==> src/rtl/pixel_row_packer.sv <==
// Packs binary pixel beats into one row of inverted Gray codes and hands the row
// out over a valid/ready bus, tracking the row index within a frame.
module pixel_row_packer #(
  parameter int unsigned BIT_DEPTH             = 8,
  parameter int unsigned WIDTH                 = 2,
  parameter int unsigned INPUT_BUS_PIXEL_WIDTH = 2,
  parameter int unsigned HEIGHT                = 2,
  localparam int unsigned IDX_W                = (HEIGHT > 1) ? $clog2(HEIGHT) : 1
) (
  input  logic                                       CLK,
  input  logic                                       RESET_N,
  input  logic                                       IN_VALID,
  output logic                                       IN_READY,
  input  logic [INPUT_BUS_PIXEL_WIDTH*BIT_DEPTH-1:0] IN_DATA,
  output logic                                       ROW_VALID,
  input  logic                                       ROW_READY,
  output logic [WIDTH*BIT_DEPTH-1:0]                 ROW_DATA,
  output logic [IDX_W-1:0]                           ROW_INDEX,
  output logic                                       FRAME_DONE
);

  localparam int unsigned BEATS  = WIDTH / INPUT_BUS_PIXEL_WIDTH;
  localparam int unsigned BEAT_W = INPUT_BUS_PIXEL_WIDTH * BIT_DEPTH;
  localparam int unsigned ROW_W  = WIDTH * BIT_DEPTH;
  localparam int unsigned CNT_W  = (BEATS > 1) ? $clog2(BEATS) : 1;

  typedef enum logic {
    FILL = 1'b0,
    HOLD = 1'b1
  } state_e;

  state_e             state_q, state_d;
  logic [CNT_W-1:0]   beat_cnt_q, beat_cnt_d;
  logic [ROW_W-1:0]   row_buf_q, row_buf_d;
  logic [IDX_W-1:0]   row_idx_q, row_idx_d;
  logic               frame_done_q, frame_done_d;
  logic               in_ready_q;
  logic               row_valid_q;
  logic [BEAT_W-1:0]  enc_beat;

  // Each pixel becomes ~(b ^ (b >> 1)), so an unwritten all-ones slice decodes to 0.
  function automatic logic [BEAT_W-1:0] encode_beat(input logic [BEAT_W-1:0] beat);
    logic [BEAT_W-1:0]    enc;
    logic [BIT_DEPTH-1:0] b;
    enc = '0;
    for (int unsigned p = 0; p < INPUT_BUS_PIXEL_WIDTH; p++) begin
      b = beat[p*BIT_DEPTH +: BIT_DEPTH];
      enc[p*BIT_DEPTH +: BIT_DEPTH] = ~(b ^ (b >> 1));
    end
    return enc;
  endfunction

  assign enc_beat = encode_beat(IN_DATA);

  // Next-state, buffer fill and row hand-off.
  always_comb begin
    state_d      = state_q;
    beat_cnt_d   = beat_cnt_q;
    row_buf_d    = row_buf_q;
    row_idx_d    = row_idx_q;
    frame_done_d = 1'b0;
    case (state_q)
      FILL: begin
        if (IN_VALID) begin
          for (int unsigned k = 0; k < BEATS; k++) begin
            if (beat_cnt_q == CNT_W'(k)) begin
              row_buf_d[k*BEAT_W +: BEAT_W] = enc_beat;
            end
          end
          if (beat_cnt_q == CNT_W'(BEATS - 1)) begin
            beat_cnt_d = '0;
            state_d    = HOLD;
          end else begin
            beat_cnt_d = beat_cnt_q + CNT_W'(1);
          end
        end
      end
      HOLD: begin
        if (ROW_READY) begin
          row_buf_d = '1;
          state_d   = FILL;
          if (row_idx_q == IDX_W'(HEIGHT - 1)) begin
            row_idx_d    = '0;
            frame_done_d = 1'b1;
          end else begin
            row_idx_d = row_idx_q + IDX_W'(1);
          end
        end
      end
      default: state_d = FILL;
    endcase
  end

  // Handshake flags are registered decodes of the next state.
  always_ff @(posedge CLK or negedge RESET_N) begin
    if (!RESET_N) begin
      state_q      <= FILL;
      beat_cnt_q   <= '0;
      row_buf_q    <= '1;
      row_idx_q    <= '0;
      frame_done_q <= 1'b0;
      in_ready_q   <= 1'b1;
      row_valid_q  <= 1'b0;
    end else begin
      state_q      <= state_d;
      beat_cnt_q   <= beat_cnt_d;
      row_buf_q    <= row_buf_d;
      row_idx_q    <= row_idx_d;
      frame_done_q <= frame_done_d;
      in_ready_q   <= (state_d == FILL);
      row_valid_q  <= (state_d == HOLD);
    end
  end

  assign IN_READY   = in_ready_q;
  assign ROW_VALID  = row_valid_q;
  assign ROW_DATA   = row_buf_q;
  assign ROW_INDEX  = row_idx_q;
  assign FRAME_DONE = frame_done_q;

endmodule

==> config.mk <==
export PLATFORM = sky130hd
export DESIGN_NAME = pixel_row_packer
export DESIGN_NICKNAME = d
export VERILOG_FILES = /design/src/rtl/pixel_row_packer.sv
export SDC_FILE = /design/constraint.sdc
export NUM_CORES = 1
export LEC_CHECK = 0
export ABC_AREA = 1
export CORE_MARGIN = 4
export CORE_UTILIZATION = 46
export DETAILED_ROUTE_END_ITERATION = 10
export GPL_ROUTABILITY_DRIVEN = 0
export MAX_ROUTING_LAYER = met4
export PLACE_DENSITY = 0.93
export SETUP_SLACK_MARGIN = 0.05
export SLEW_MARGIN = 10
export SYNTH_ARGS = -nofsm -noshare
export SYNTH_HDL_FRONTEND = slang
export SYNTH_SLANG_ARGS = --single-unit
==> constraint.sdc <==
create_clock -name CLK -period 2.68 [get_ports CLK]
set_input_delay 0.804 -clock CLK [delete_from_list [all_inputs] [get_ports CLK]]
set_output_delay 0.804 -clock CLK [all_outputs]
set_load 0.005 [all_outputs]
* Word level (Yosys, flattened, before mapping)
Cells that the tools add are included.
** Operators by class
- $add $sub $neg :: 2
- Multiply operators :: 0
- Div/mod/pow operators :: 0
- Order comparisons :: 0
- Equal/unequal tests :: 3
- Shift operators :: 0
- Multiplexer cells :: 13
- Bitwise gates (word level) :: 6
- Reduce and logical (&&, ||, !) cells :: 3
** Operators with widths (number)
- $mux 16 :: 3
- $pmux 16 s2 :: 1
- $not 8->8 :: 2
- $xor 8x7->8 :: 2
- $mux 1 :: 8
- $ne 2x2->1 const B :: 3
- $reduce_and 2->1 :: 2
- $reduce_and 3->1 :: 1
- $add 1x1->1 const B :: 2
- $not 1->1 :: 2
- $pmux 1 s2 :: 1
** Word-level totals
- Bits in registers :: 21
- Latch bits :: 0
- Bits in writable memories :: 0
- Memory bits (read-only) :: 0
- Input port bits :: 20
- Output and inout bits :: 20
- Word-level logic and storage cells :: 33
- Memories :: 0

* Logic depth before layout (Yosys ltp)
- Depth after elaboration :: 5
- Depth in mapped cells :: 6
- Gate-level depth less buffers :: 6

* Worst setup path before layout
Ideal clock, no wire load.
- Kind :: input to register
- Start point :: input IN_VALID
- End point :: register row_buf_q[12] (netlist: ROW_DATA[12])
- Library setup time :: 72 ps
- Arrival time :: 1348 ps
- Data required time :: 2608 ps
- Path slack :: 1259 ps
- Stages on the path :: 6
- Buffers on the path :: 1
- Cell sequence :: inv_1 > nor2_1 > buf_4 > nand3_1 > nand2_1 > inv_1
** Between the ends
- Cells in the longest elaborated chain, start to end :: 2
** Ends and longest elaborated chain
- start: declaration :: RTL line 12 : input logic IN_VALID,
- $ne 2x2->1 (no line)
- $reduce_and 3->1 (no line)
- end signal: assignment :: RTL line 107 : row_buf_q <= row_buf_d;
- end: declaration :: RTL line 34 : logic [ROW_W-1:0] row_buf_q, row_buf_d;
Every way passes these cells.
A chain may end at the register's enable or synchronous reset.

* Worst setup path after layout
- Start point :: register row_buf_q[15] (netlist: ROW_DATA[15])
- End point :: output ROW_DATA[15]
** RTL lines
- end: declaration :: RTL line 17 : output logic [WIDTH*BIT_DEPTH-1:0] ROW_DATA,
No word-level cell between the ends.

==> flow_summary.yaml <==
worst_setup_path:
  worstSetupStartpointType: "flop"
  critical-path-slowest-cell: "sky130_fd_sc_hd__dfstp_2"
  critPathTopFamily: "flip-flops"
  cp-end-kind: "output port"
  worst-endpoint-arrival_ns: 1.36
  crit_path_max_fanout: 2
  crit_required_ns: 1.88
  buf_inv_on_cp: 1
  critical_path_class: "reg -> out"
  timing.critical_path.cells: "clkdlybuf4s50_1"
  peak_per_stage_delay_on_the_critical_path_ns: 0.56
global_routing:
  vias_in_the_first_global_route: 1022
  global_route.usage.total: 0.174
  number_of_antenna_violations_at_the_first_check_in_global_routing: 0
  grt_start_max_net_pins: 21
  global_route.overflow_total: 0
  grt_pass1_wl_um: 4260
placed_design:
  dp_cells: 208
  place_hpwl_um: 1900
  placement.cell_area_um2: 1480
  io_buffers: 39
  dp_worst_setup_slack_ns: 0.550
run:
  timing.max_cap.violations: 0
timing:
  tns_ns: 0
  timing.hold.ws_ns: 0.474
  min_period_ns: 2.16
  fin_crit_sh: 0.807
  timing_worst_slew_pin_value_ns: 0.545
  final_critical_path_setup_slack_ns: 0.518
  hold_violations_final: 0
  maxClockFrequency_mhz: 462
  grt_setup_unrepaired: "no"
  skew_ns: 0.0100
  slew-limit-headroom: 0.636
  final_max_slew_viol_count: 0
  final-setup-viol-count: 0
clock_tree:
  h-tree-depth: 1
  cts_resized: 0
  tritoncts: "done"
  post-cts-setup-buffer-count: 0
  ctsHoldBuffers: 0
  clk_pin_slew_ns: 0.11
  insertion_delay_ns: 0.30
  cts_max_path_buffers: 2
  cts_root_buffer: "sky130_fd_sc_hd__clkbuf_4"
  num_cts_buffers: 3
  clkSinkCount: 20
cells_and_area:
  layout.nets: 205
  flow.area_growth_from_synthesis_pct: 42.9
  final_area_um2: 1510
  layout.filler_cells: 184
  stdcell_count: 212
  diodes: 0
  proportion_of_layout_cells_with_a_drive_suffix_above_1: 0.125
  final_util: 0.690
die:
  core_um2: 2190
  floorplan.die_area_um2: 3130
  die_y_um: 56.0
  floorplan.rows: 17
  initial_utilization: 0.483
  fp.dieW_um: 56.0
  io_pins: 40
detailed_routing:
  remaining_drc_errors: 0
  metal1_wirelength_um: 1120
  first_pass_iters: 4
  totalWireLength_um: 2450
  avgViaCountPerCell: 4.64
  dr.first_iter.drc_count: 17
  met2_wirelength_um: 1120
  routed.top_layer: "met4"
  met3RoutedLength_um: 182
  dr_total_vias: 983
  drtAntennaViolNets: 0
  post_drt_wl_per_cell_um: 11.5
synth:
  yosysWarnings: 0
  yosys.cell_types.count: 10
  synth-edff-count: 0
  async_flop_share: 1.00
  yosys-top-cells-count: "sky130_fd_sc_hd__nand2_1 (53), sky130_fd_sc_hd__inv_1 (33), sky130_fd_sc_hd__dfstp_2 (17)"
  post_synth_instance_area_um2: 1060
  ys_top_cells_by_area: "sky130_fd_sc_hd__dfstp_2 (42%), sky130_fd_sc_hd__nand2_1 (19%), sky130_fd_sc_hd__inv_1 (12%), sky130_fd_sc_hd__nand3b_1 (8.5%), sky130_fd_sc_hd__nand3_1 (7.6%)"
  post-synth-top-area-fraction: 0.422
  post_synth.cell_area_avg_um2: 7.45
  synth_seq_cells: 20
  yosys_most_used_dff: "sky130_fd_sc_hd__dfstp_2"
  synth.largest_area_cell: "sky130_fd_sc_hd__dfstp_2"
  postSynthNetCount: 162
  netlist_instances: 142
  yosysMostFrequentCell: "sky130_fd_sc_hd__nand2_1"
  synth_seq_area_share: 0.493
power:
  power.net_switching_mw: 0.246
  p_int_mw: 0.654
  share_of_total_power_in_combinational_logic: 0.329
  clkPwrFrac: 0.191
  power_density_nw_per_um2: 595
  power_frac_seq: 0.479
  switching_share: 0.273
  leakage_component_of_the_power_nw: 0.766
  power.total_mw: 0.899
  vdd_drop_max_mv: 0.530
hold_path:
  min_path_type: "reg -> reg"
status:
  status: "finished clean"
final timing paths:
kind                               from           end  slack, ns  cells past startpoint
hold / removal              ROW_DATA[6]   ROW_DATA[6]       0.47                      2
setup reg to reg              ROW_VALID  ROW_DATA[14]       1.30                      6
setup / recovery           ROW_DATA[15]  ROW_DATA[15]       0.52                      1
max in group asynchronous       RESET_N  ROW_DATA[14]       1.60                      2
hold reg to reg             ROW_DATA[6]   ROW_DATA[6]       0.47                      2
min in group asynchronous       RESET_N     ROW_INDEX       0.83                      2
area by class of cell:
type                            instances  area, um2  area share
Inverter                               33        124      0.0819
Sequential cell                        20        522       0.345
Multi-Input combinational cell         86        390       0.258
Tap cell                               28       35.0      0.0232
Timing Repair Buffer                   41        405       0.268
Clock buffer                            4       36.3      0.0240
per-layer routing:
metal | vias up | GRT usage
met5 | - | -
met4 | 0 | 0.0508
met3 | 3 | 0.0371
met2 | 40 | 0.292
met1 | 434 | 0.209
li1 | 506 | -
cells in the final DEF, fill, tap and decap left out:
cell                              instances
sky130_fd_sc_hd__nand3b_1                12
sky130_fd_sc_hd__nand3_1                 16
sky130_fd_sc_hd__dfrtp_1                  3
sky130_fd_sc_hd__a21oi_1                  1
sky130_fd_sc_hd__buf_4                    2
sky130_fd_sc_hd__dfstp_2                 17
sky130_fd_sc_hd__inv_1                   33
sky130_fd_sc_hd__nand2_1                 53
sky130_fd_sc_hd__nor2_1                   3
sky130_fd_sc_hd__clkbuf_4                 3
sky130_fd_sc_hd__o21ai_0                  1
sky130_fd_sc_hd__clkdlybuf4s50_1         39
sky130_fd_sc_hd__clkbuf_8                 1
flip-flops by register name, summed over array words and instances, names as in the netlist:
| register | count |
|---|---|
| ROW_VALID | 1 |
| ROW_INDEX | 1 |
| IN_READY | 1 |
| FRAME_DONE | 1 |
| ROW_DATA | 16 |
power groups by stage:
stage,registers [mW],logic [mW],clock network [mW]
final,0.431,0.296,0.172
after global routing,0.442,0.328,0.193
after CTS,0.431,0.301,0.175
after detailed placement,0.434,0.300,0
after global placement,0.434,0.290,0
after floorplan,0.436,0.114,0
kinds of logic after synthesis:
kind of cell | after synthesis | synth area share
buffers and inverters | 36 | 0.138
AO/OA/AOI/OAI | 2 | 0.00945
AND/OR/NAND/NOR | 84 | 0.359
flip-flops | 20 | 0.493
No activity file was read; power rests on OpenSTA's default activity.
